<file path="src/rtl/aes_loader_pkg.sv">
// -----------------------------------------------------------------------------
// aes_loader_pkg
// Shared types and constants for the AES stream loader: the loader FSM state
// encoding, word/block geometry, and a helper that picks one 32-bit word out
// of a 128-bit block (word 0 is the most significant word).
// -----------------------------------------------------------------------------
package aes_loader_pkg;

  localparam int WORDS_PER_BLOCK = 4;
  localparam int WORD_W          = 32;
  localparam int BLOCK_W         = 128;
  localparam int IDX_W           = 2;

  // Index of the final word in a block; counters wrap to 0 after it.
  localparam logic [IDX_W-1:0] LAST_IDX = IDX_W'(WORDS_PER_BLOCK - 1);

  typedef enum logic [1:0] {
    LOAD  = 2'd0,
    RUN   = 2'd1,
    DRAIN = 2'd2
  } state_e;

  // Word 0 is bits [127:96], word 3 is bits [31:0].
  function automatic logic [WORD_W-1:0] word_select(
    input logic [BLOCK_W-1:0] blk,
    input logic [IDX_W-1:0]   idx
  );
    logic [WORD_W-1:0] w;
    unique case (idx)
      2'd0: w = blk[4*WORD_W-1 -: WORD_W];
      2'd1: w = blk[3*WORD_W-1 -: WORD_W];
      2'd2: w = blk[2*WORD_W-1 -: WORD_W];
      2'd3: w = blk[1*WORD_W-1 -: WORD_W];
    endcase
    return w;
  endfunction

endpackage

</file>
<file path="src/rtl/aes_word_packer.sv">
// -----------------------------------------------------------------------------
// aes_word_packer
// Assembles four 32-bit words into a 128-bit register. Each accepted word is
// written in place at the slot selected by a 2-bit counter (first word to
// [127:96]) and the counter wraps mod 4, so older slots are kept until
// overwritten.
//
// Ports:
//   clk        in   1    rising-edge clock
//   rst        in   1    synchronous active-high reset (register and counter)
//   load_en    in   1    accept word_in this cycle
//   word_in    in   32   word to store
//   block_out  out  128  assembled block
//   last_word  out  1    load_en while the counter points at the final slot
// -----------------------------------------------------------------------------
module aes_word_packer
  import aes_loader_pkg::*;
(
  input  logic               clk,
  input  logic               rst,
  input  logic               load_en,
  input  logic [WORD_W-1:0]  word_in,
  output logic [BLOCK_W-1:0] block_out,
  output logic               last_word
);

  logic [BLOCK_W-1:0] block_q, block_d;
  logic [IDX_W-1:0]   count_q, count_d;

  always_comb begin
    // NOTE: every signal written here gets a default first, so no path through
    // the block leaves it unassigned and no latch is inferred.
    block_d = block_q;
    count_d = count_q;
    if (load_en) begin
      unique case (count_q)
        2'd0: block_d[4*WORD_W-1 -: WORD_W] = word_in;
        2'd1: block_d[3*WORD_W-1 -: WORD_W] = word_in;
        2'd2: block_d[2*WORD_W-1 -: WORD_W] = word_in;
        2'd3: block_d[1*WORD_W-1 -: WORD_W] = word_in;
      endcase
      count_d = count_q + 2'd1;
    end
  end

  assign last_word = load_en && (count_q == LAST_IDX);
  assign block_out = block_q;

  always_ff @(posedge clk) begin
    // NOTE: state is updated with non-blocking assignments so every flop
    // samples the pre-edge value of every other flop.
    if (rst) begin
      // NOTE: this is a flop register, not a RAM; it is reset because the
      // engine inputs must read as zero after reset.
      block_q <= '0;
      count_q <= '0;
    end else begin
      block_q <= block_d;
      count_q <= count_d;
    end
  end

endmodule

</file>
<file path="src/rtl/aes_stream_loader.sv">
// -----------------------------------------------------------------------------
// aes_stream_loader
// Feeds the AES engine from a 32-bit word stream and returns the result as a
// 32-bit valid/ready stream. One block in flight at a time:
//   LOAD  - accept key/data words; the 4th data word launches the engine
//   RUN   - AES_en held high with stable key/data until AES_data_out_valid
//   DRAIN - four result words out, most significant word first
//
// Optional build macro: AES_LOADER_TIMEOUT_EN enables a RUN watchdog of
// TIMEOUT_CYCLES cycles that aborts back to LOAD and sets sticky timeout_err.
// Without it RUN waits indefinitely and timeout_err is tied to 0.
//
// Ports:
//   AES_clk, AES_rst            clock, synchronous active-high reset
//   in_valid/in_ready/in_data   input word stream, in_is_key selects key path
//   out_valid/out_ready/out_data result word stream
//   busy                        block launched and not yet fully drained
//   timeout_err                 sticky watchdog flag
//   AES_en, AES_data_in, AES_key_in        engine launch interface
//   AES_data_out, AES_data_out_valid       engine result interface
// -----------------------------------------------------------------------------
module aes_stream_loader
  import aes_loader_pkg::*;
#(
  parameter int TIMEOUT_CYCLES = 255
) (
  input  logic               AES_clk,
  input  logic               AES_rst,
  input  logic               in_valid,
  output logic               in_ready,
  input  logic [WORD_W-1:0]  in_data,
  input  logic               in_is_key,
  output logic               out_valid,
  input  logic               out_ready,
  output logic [WORD_W-1:0]  out_data,
  output logic               busy,
  output logic               timeout_err,
  output logic               AES_en,
  output logic [BLOCK_W-1:0] AES_data_in,
  output logic [BLOCK_W-1:0] AES_key_in,
  input  logic [BLOCK_W-1:0] AES_data_out,
  input  logic               AES_data_out_valid
);

  state_e             state_q, state_d;
  logic [BLOCK_W-1:0] result_q, result_d;
  logic [IDX_W-1:0]   out_idx_q, out_idx_d;

  logic in_fire;
  logic key_load;
  logic data_load;
  logic data_last;
  logic key_group_done_unused;
  logic timeout_hit;

  // A limit below one cycle cannot describe a watchdog; the named block makes
  // such an override visible in the elaborated hierarchy.
  if (TIMEOUT_CYCLES < 1) begin : g_timeout_cfg_invalid
  end

  // Input acceptance depends only on the registered state, which keeps the
  // handshake free of combinational loops through the packers.
  assign in_fire   = in_valid && (state_q == LOAD);
  assign key_load  = in_fire && in_is_key;
  assign data_load = in_fire && !in_is_key;

  // Key groups never launch a block; the key is simply rewritten in place.
  aes_word_packer u_key_packer (
    .clk       (AES_clk),
    .rst       (AES_rst),
    .load_en   (key_load),
    .word_in   (in_data),
    .block_out (AES_key_in),
    .last_word (key_group_done_unused)
  );

  aes_word_packer u_data_packer (
    .clk       (AES_clk),
    .rst       (AES_rst),
    .load_en   (data_load),
    .word_in   (in_data),
    .block_out (AES_data_in),
    .last_word (data_last)
  );

  // Next-state logic. The valid branch is tested before the watchdog so a
  // result arriving on the timeout cycle is still delivered.
  always_comb begin
    state_d   = state_q;
    result_d  = result_q;
    out_idx_d = out_idx_q;
    unique case (state_q)
      LOAD: begin
        if (data_last) state_d = RUN;
      end
      RUN: begin
        if (AES_data_out_valid) begin
          result_d = AES_data_out;
          state_d  = DRAIN;
        end else if (timeout_hit) begin
          state_d = LOAD;
        end
      end
      DRAIN: begin
        if (out_ready) begin
          out_idx_d = out_idx_q + 2'd1;
          if (out_idx_q == LAST_IDX) state_d = LOAD;
        end
      end
      default: state_d = LOAD;
    endcase
  end

  // Output decode from registered state only.
  always_comb begin
    in_ready  = 1'b0;
    AES_en    = 1'b0;
    out_valid = 1'b0;
    out_data  = '0;
    busy      = (state_q != LOAD);
    unique case (state_q)
      LOAD:  in_ready = 1'b1;
      RUN:   AES_en   = 1'b1;
      DRAIN: begin
        out_valid = 1'b1;
        out_data  = word_select(result_q, out_idx_q);
      end
      default: ;
    endcase
  end

  always_ff @(posedge AES_clk) begin
    if (AES_rst) begin
      state_q   <= LOAD;
      result_q  <= '0;
      out_idx_q <= '0;
    end else begin
      state_q   <= state_d;
      result_q  <= result_d;
      out_idx_q <= out_idx_d;
    end
  end

`ifdef AES_LOADER_TIMEOUT_EN
  localparam int TIMER_W = $clog2(TIMEOUT_CYCLES + 1);
  // The timer reads 0 on the first RUN cycle, so hitting LIMIT-1 means the
  // engine has had exactly TIMEOUT_CYCLES cycles of AES_en.
  localparam logic [TIMER_W-1:0] TIMER_LAST = TIMER_W'(TIMEOUT_CYCLES - 1);

  logic [TIMER_W-1:0] timer_q, timer_d;
  logic               timeout_err_q, timeout_err_d;

  always_comb begin
    timer_d       = '0;
    timeout_err_d = timeout_err_q;
    if (state_q == RUN) begin
      timer_d = timer_q + TIMER_W'(1);
      if (timeout_hit && !AES_data_out_valid) timeout_err_d = 1'b1;
    end
  end

  assign timeout_hit = (state_q == RUN) && (timer_q == TIMER_LAST);
  assign timeout_err = timeout_err_q;

  always_ff @(posedge AES_clk) begin
    if (AES_rst) begin
      timer_q       <= '0;
      timeout_err_q <= 1'b0;
    end else begin
      timer_q       <= timer_d;
      timeout_err_q <= timeout_err_d;
    end
  end
`else
  assign timeout_hit = 1'b0;
  assign timeout_err = 1'b0;
`endif

endmodule

</file>
<file path="config.mk">
export PLATFORM = sky130hd
export DESIGN_NAME = aes_stream_loader
export DESIGN_NICKNAME = d
export VERILOG_FILES = /design/src/rtl/aes_loader_pkg.sv /design/src/rtl/aes_word_packer.sv /design/src/rtl/aes_stream_loader.sv
export SDC_FILE = /design/constraint.sdc
export NUM_CORES = 1
export LEC_CHECK = 0
export ABC_AREA = 1
export CORE_ASPECT_RATIO = 1.4
export CORE_MARGIN = 3
export CORE_UTILIZATION = 48
export DETAILED_ROUTE_END_ITERATION = 10
export GPL_TIMING_DRIVEN = 0
export PLACE_DENSITY = 0.91
export SYNTH_ARGS = -nofsm -noshare
export SYNTH_HDL_FRONTEND = slang
export SYNTH_SLANG_ARGS = --single-unit
</file>
<file path="constraint.sdc">
create_clock -name AES_clk -period 1.93 [get_ports AES_clk]
set_input_delay 0.2895 -clock AES_clk [delete_from_list [all_inputs] [get_ports AES_clk]]
set_output_delay 0.2895 -clock AES_clk [all_outputs]
set_load 0.005 [all_outputs]
</file>
==> Yosys cells after proc, flatten, opt, wreduce, memory -nomap -nowiden <==
Cells that the tools add are included.
{ "totals": {"in_bits": 166, "ff_bits": 392} }
{ "classes": {"eq_ne": 15, "add_sub_neg": 3, "reduce_logical": 21, "n_mux": 10} }
{ "ops": {"columns": ["operator", "n"], "rows": [
  ["32-bit one-hot mux with 4 select lines", 1],
  ["32-bit 2-to-1 mux", 1],
  ["2-bit AND reduction", 10],
  ["2-bit == test, second input constant", 7],
  ["2-bit by 1-bit == test with 1-bit output, second input constant", 4],
  ["2-bit logical NOT", 4],
  ["2-bit 2-to-1 mux", 4],
  ["2-bit inequality test, second input constant", 4],
  ["2-bit by 1-bit adder with 2-bit output, second input constant", 3],
  ["2-bit one-hot mux with 3 select lines", 1],
  ["1-bit logical AND", 4],
  ["4-bit AND reduction", 1],
  ["1-bit 2-to-1 mux", 3],
  ["2-bit nonzero test", 1],
  ["1-bit logical NOT", 1]
]} }

==> Longest topological paths before layout <==
{ "logic_depth": {"depth_word": 6, "ltp_mapped": 8, "depth_no_buf": 6} }

==> Hierarchy <==
A second synthesis with hierarchy kept.
{ "unflattened": {"cells_unflattened": 2784, "area_unflattened_um2": 17456.7} }
{ "by_module_without_submodules": {"columns": ["mod", "instances", "cells_per_inst", "area_each_um2"], "rows": [
  ["aes_stream_loader", 1, 1126, 6592.6],
  ["aes_word_packer at u_data_packer", 1, 829, 5435.2],
  ["aes_word_packer at u_key_packer", 1, 829, 5429.0]
]} }

==> Worst setup path after synthesis <==
OpenSTA, ideal clock, no wires.
{ "synth_timing": {"path_type": "register to output", "from": "register out_idx_q[0]", "to": "output out_data[1]", "setup_slack_ns": 0.310, "t_required_ns": 1.640, "path_stages_with_launch": 8, "arrival_time_ns": 1.331, "path_buffers": 2, "cell_sequence": "dfxtp_1 -> inv_1 -> ha_1 -> clkbuf_1 -> inv_1 -> clkbuf_1 -> o21ai_0 -> a31oi_1"} }
{ "synth_between": {"elab_chain_cells": 3, "word_cells_on_any_way": 6} }
{ "synth_lines": {"columns": ["element", "line", "rtl"], "rows": [
  ["from (decl)", "aes_stream_loader.sv:47", "logic [IDX_W-1:0] out_idx_q, out_idx_d;"],
  ["from (signal assigned)", "aes_stream_loader.sv:140", "out_idx_q <= out_idx_d;"],
  ["2-bit == test, or another cell as far along", "aes_loader_pkg.sv:29", "unique case (idx)"],
  ["32-bit one-hot mux with 4 select lines (*)", "aes_loader_pkg.sv:29", null],
  ["32-bit 2-to-1 mux (*)", "aes_stream_loader.sv:121", "unique case (state_q)"],
  ["to (decl)", "aes_stream_loader.sv:35", "output logic [WORD_W-1:0] out_data,"]
]} }
Mark *: on every way between the ends. The rest lies on a longest branch, timed or not.

==> Worst setup path after layout <==
{ "layout_timing": {"from": "register state_q[1]", "to": "output out_data[0]"} }
{ "layout_between": {"elab_chain_cells": 2} }
{ "layout_lines": {"columns": ["element", "line", "rtl"], "rows": [
  ["from (decl)", "aes_stream_loader.sv:45", "state_e state_q, state_d;"],
  ["from (signal assigned)", "aes_stream_loader.sv:138", "state_q <= state_d;"],
  ["2-bit == test", "aes_stream_loader.sv:121", null],
  ["32-bit 2-to-1 mux", "aes_stream_loader.sv:121", null]
]} }
Every way passes these cells.

==> qor.csv <==
metric;value;unit
WL per Instance;19.7;microns
crit share post-route;112;%
sw frac;24.7;%
Multi-input gate area;0.00716;sq mm
Via density;5.29;
top post-synthesis cells by area;dfxtp_1 (47%), nand2_1 (16%), nor2_1 (12%), inv_1 (6.0%), a21oi_1 (5.0%);
Seq pwr share;46.6;%
Worst path max stage delay;360;ps
Clock Latency Late Sink;530;ps
critical path endpoint category;output pin;
Final Critical Period;2160;ps
Longest Clk Path Bufs;3;
crit path buf inv count;3;
fill count;2617;
combinational share of power;10.4;%
WP data required;1640;ps
peak supply drop;0.815;mV
Pwr Density;773;mW/mm^2
Psw;0.00447;W
internal power;0.0136;W
DRC;0;
Top delay family on crit path;buffers and inverters;
worst-path fanout max;6;
CP Launch Type;flip-flop;
global placer's final weighted congestion;0.933;
hpwl dp;48.7;mm
critical path arrival;1870;ps
min setup slack post-route;-226;ps
MaxCap Viol Count;0;
first drt pass iteration count;6;
Post-Place Cells;3347;
die area;0.0370;sq mm
clk_skew;15.4;ps
pin count of the biggest net entering global routing;15;
status;complete, but fails checks;
Final Non-Filler Cells;3433;
share of cells above drive strength 1;10.6;%
CTS tree;yes;
initial DRC count;1691;
Tot GR Track Use;34.8;%
Synth Warn #;0;
worst hold path class;primary input to flip-flop;
critical path class;flip-flop to output pin;
Post-CTS Hold Fix Bufs;0;
syn nets;2651;
Fmax;464;MHz
Post-DP Area;0.0215;sq mm
DP Worst Slack;-773;ps
Slowest-stage cell, CP;dfxtp_4;
WHS;79.7;ps
# IOs;459;
Seq/Total Area, Yosys;47.1;%
mean post-synth cell area;6.74;sq um
total global routing overflow;0;
ANT nets after route;0;
Synth Register Bits;392;
register area;0.00786;sq mm
failing checks;negative setup slack;
Final setup viols;32;
Design Area, Final;0.0234;sq mm
area leader, netlist;dfxtp_1;
Hold Violations, Final;0;
Worst-path clk slew;70;ps
Slew Viols, Final;0;
area share of the largest cell type after synthesis;47.1;%
num rows;80;
CORE AREA;0.0341;sq mm
via count;18200;
Die Wd;164;microns
Post-layout nets;3130;
vias in the first global route;18200;
CTS sink cnt;392;
die height;227;microns
first-pass GRT wire length;99.9;mm
H-tree Lvls;2;
measured slew at the worst slew-check pin;716;ps
Root Buffer;clkbuf_16;
static leakage;10.6;nW
crit-path cells;inv_2 > nor2_4 > buf_4 > o21ai_1 > a31oi_2 > clkdlybuf4s15_2;
Cell Area, Synth;0.0167;sq mm
clock group share of total power;43.0;%
Initial Util;48.8;%
Routed Wire Length;67.5;mm
cell count after synthesis;2473;
I/O Buffers;423;
RSZ-0062 raised after global routing;yes;
antenna violations before repair;0;
Layout area overhead;40.2;%
TritonCTS Buffers;39;
synth unique cells;22;
Rel. slew slack;52.3;%
through the flow:
stage	total power (W)	TNS, ps	util, %
floorplan	0.00934	0	-
global placement	0.0104	-45770	62.9
detailed placement	0.0104	-55290	62.9
CTS	0.0181	-6650	68.1
global route	0.0186	-7910	68.5
finish	0.0181	-5850	68.5
worst reg2reg max path, cell delays in order, from the launching register on:
cell and delay (ps):
dfxtp_4 360, buf_4 140, nor2_4 140, buf_12 120, buf_4 200, nand4_4 250
buf_4 240, buf_6 140, nand2_1 70, nand2_1 70, nor2_1 130
flip-flops by register name, summed over array words and instances (netlist names):
| signal | count |
|---|---|
| u_key_packer.count_q | 2 |
| result_q | 128 |
| state_q | 2 |
| u_data_packer.block_out | 128 |
| u_key_packer.block_out | 128 |
| u_data_packer.count_q | 2 |
| out_idx_q | 2 |
cell families after synthesis:
family,synth area share (%)
adders and majority gates,0.901
other,0.0225
and+or+nand+nor,32.8
AOI/OAI and AO/OA,7.12
buffers and inverters,12.1
DFF,47.1
power groups by stage:
stage	Clock [W]	Combinational (W)	Sequential (W)
finish	0.00777	0.00189	0.00842
global route	0.00810	0.00202	0.00843
CTS	0.00780	0.00185	0.00841
detailed placement	0	0.00182	0.00859
global placement	0	0.00177	0.00858
floorplan	0	0.000745	0.00859
path summary, 6_finish.rpt:
check / from / endpoint / slack (ps) / depth (start not counted)
setup / recovery: state_q[1]$_SDFFE_PP0P_ / out_data[0] / -230 / 6
hold / removal: in_data[12] / u_data_packer.block_out[76]$_SDFFE_PP0P_ / 80 / 3
setup reg to reg: state_q[1]$_SDFFE_PP0P_ / u_key_packer.block_out[22]$_SDFFE_PP0P_ / 20 / 10
hold reg to reg: result_q[84]$_SDFFE_PP0P_ / result_q[84]$_SDFFE_PP0P_ / 460 / 2
area by class of cell:
type | instances | share of cell area [%]
clock buffers | 57 | 4.99
inverters | 269 | 4.39
multi-input cells | 1622 | 30.6
plain buffers | 188 | 5.33
diodes | 1 | 0.0107
clock inverters | 13 | 0.535
repair buffers | 440 | 18.0
well taps | 451 | 2.41
flip-flops and latches | 392 | 33.6
placed cells by master (no fill, tap or decap), drive strengths merged, types with 9 or more instances in the layout:
cell,instances
nand2,718
nor2,521
dfxtp,392
clkdlybuf4s50,387
inv,269
buf,172
a21oi,165
nand3,132
clkbuf,122
a31oi,32
o21ai,32
ha,12
clkinv,10
nand4,9
per-layer routing:
metal  GRT usage (%)  part of all wire (%)
met1            35.0                    33
met3            11.9                    11
met2            59.1                    47
met4            26.2                   8.8
met5               0                     0
Yosys cell counts (all sizes together):
cell,number
nor2,521
nand3,132
conb,1
nand4,9
inv,269
clkbuf,70
nand2,718
o21ai,32
ha,12
dfxtp,392
a31oi,32
buf,120
a21oi,165
timing repair:
item                                    4_1_cts  5_1_grt
pin swaps                                     4        6
cloned                                        3        0
buffers inserted                              9        5
gates resized for setup                     282       40
endpoints found under the setup margin       36       37
(Power assumes the default switching activity.)
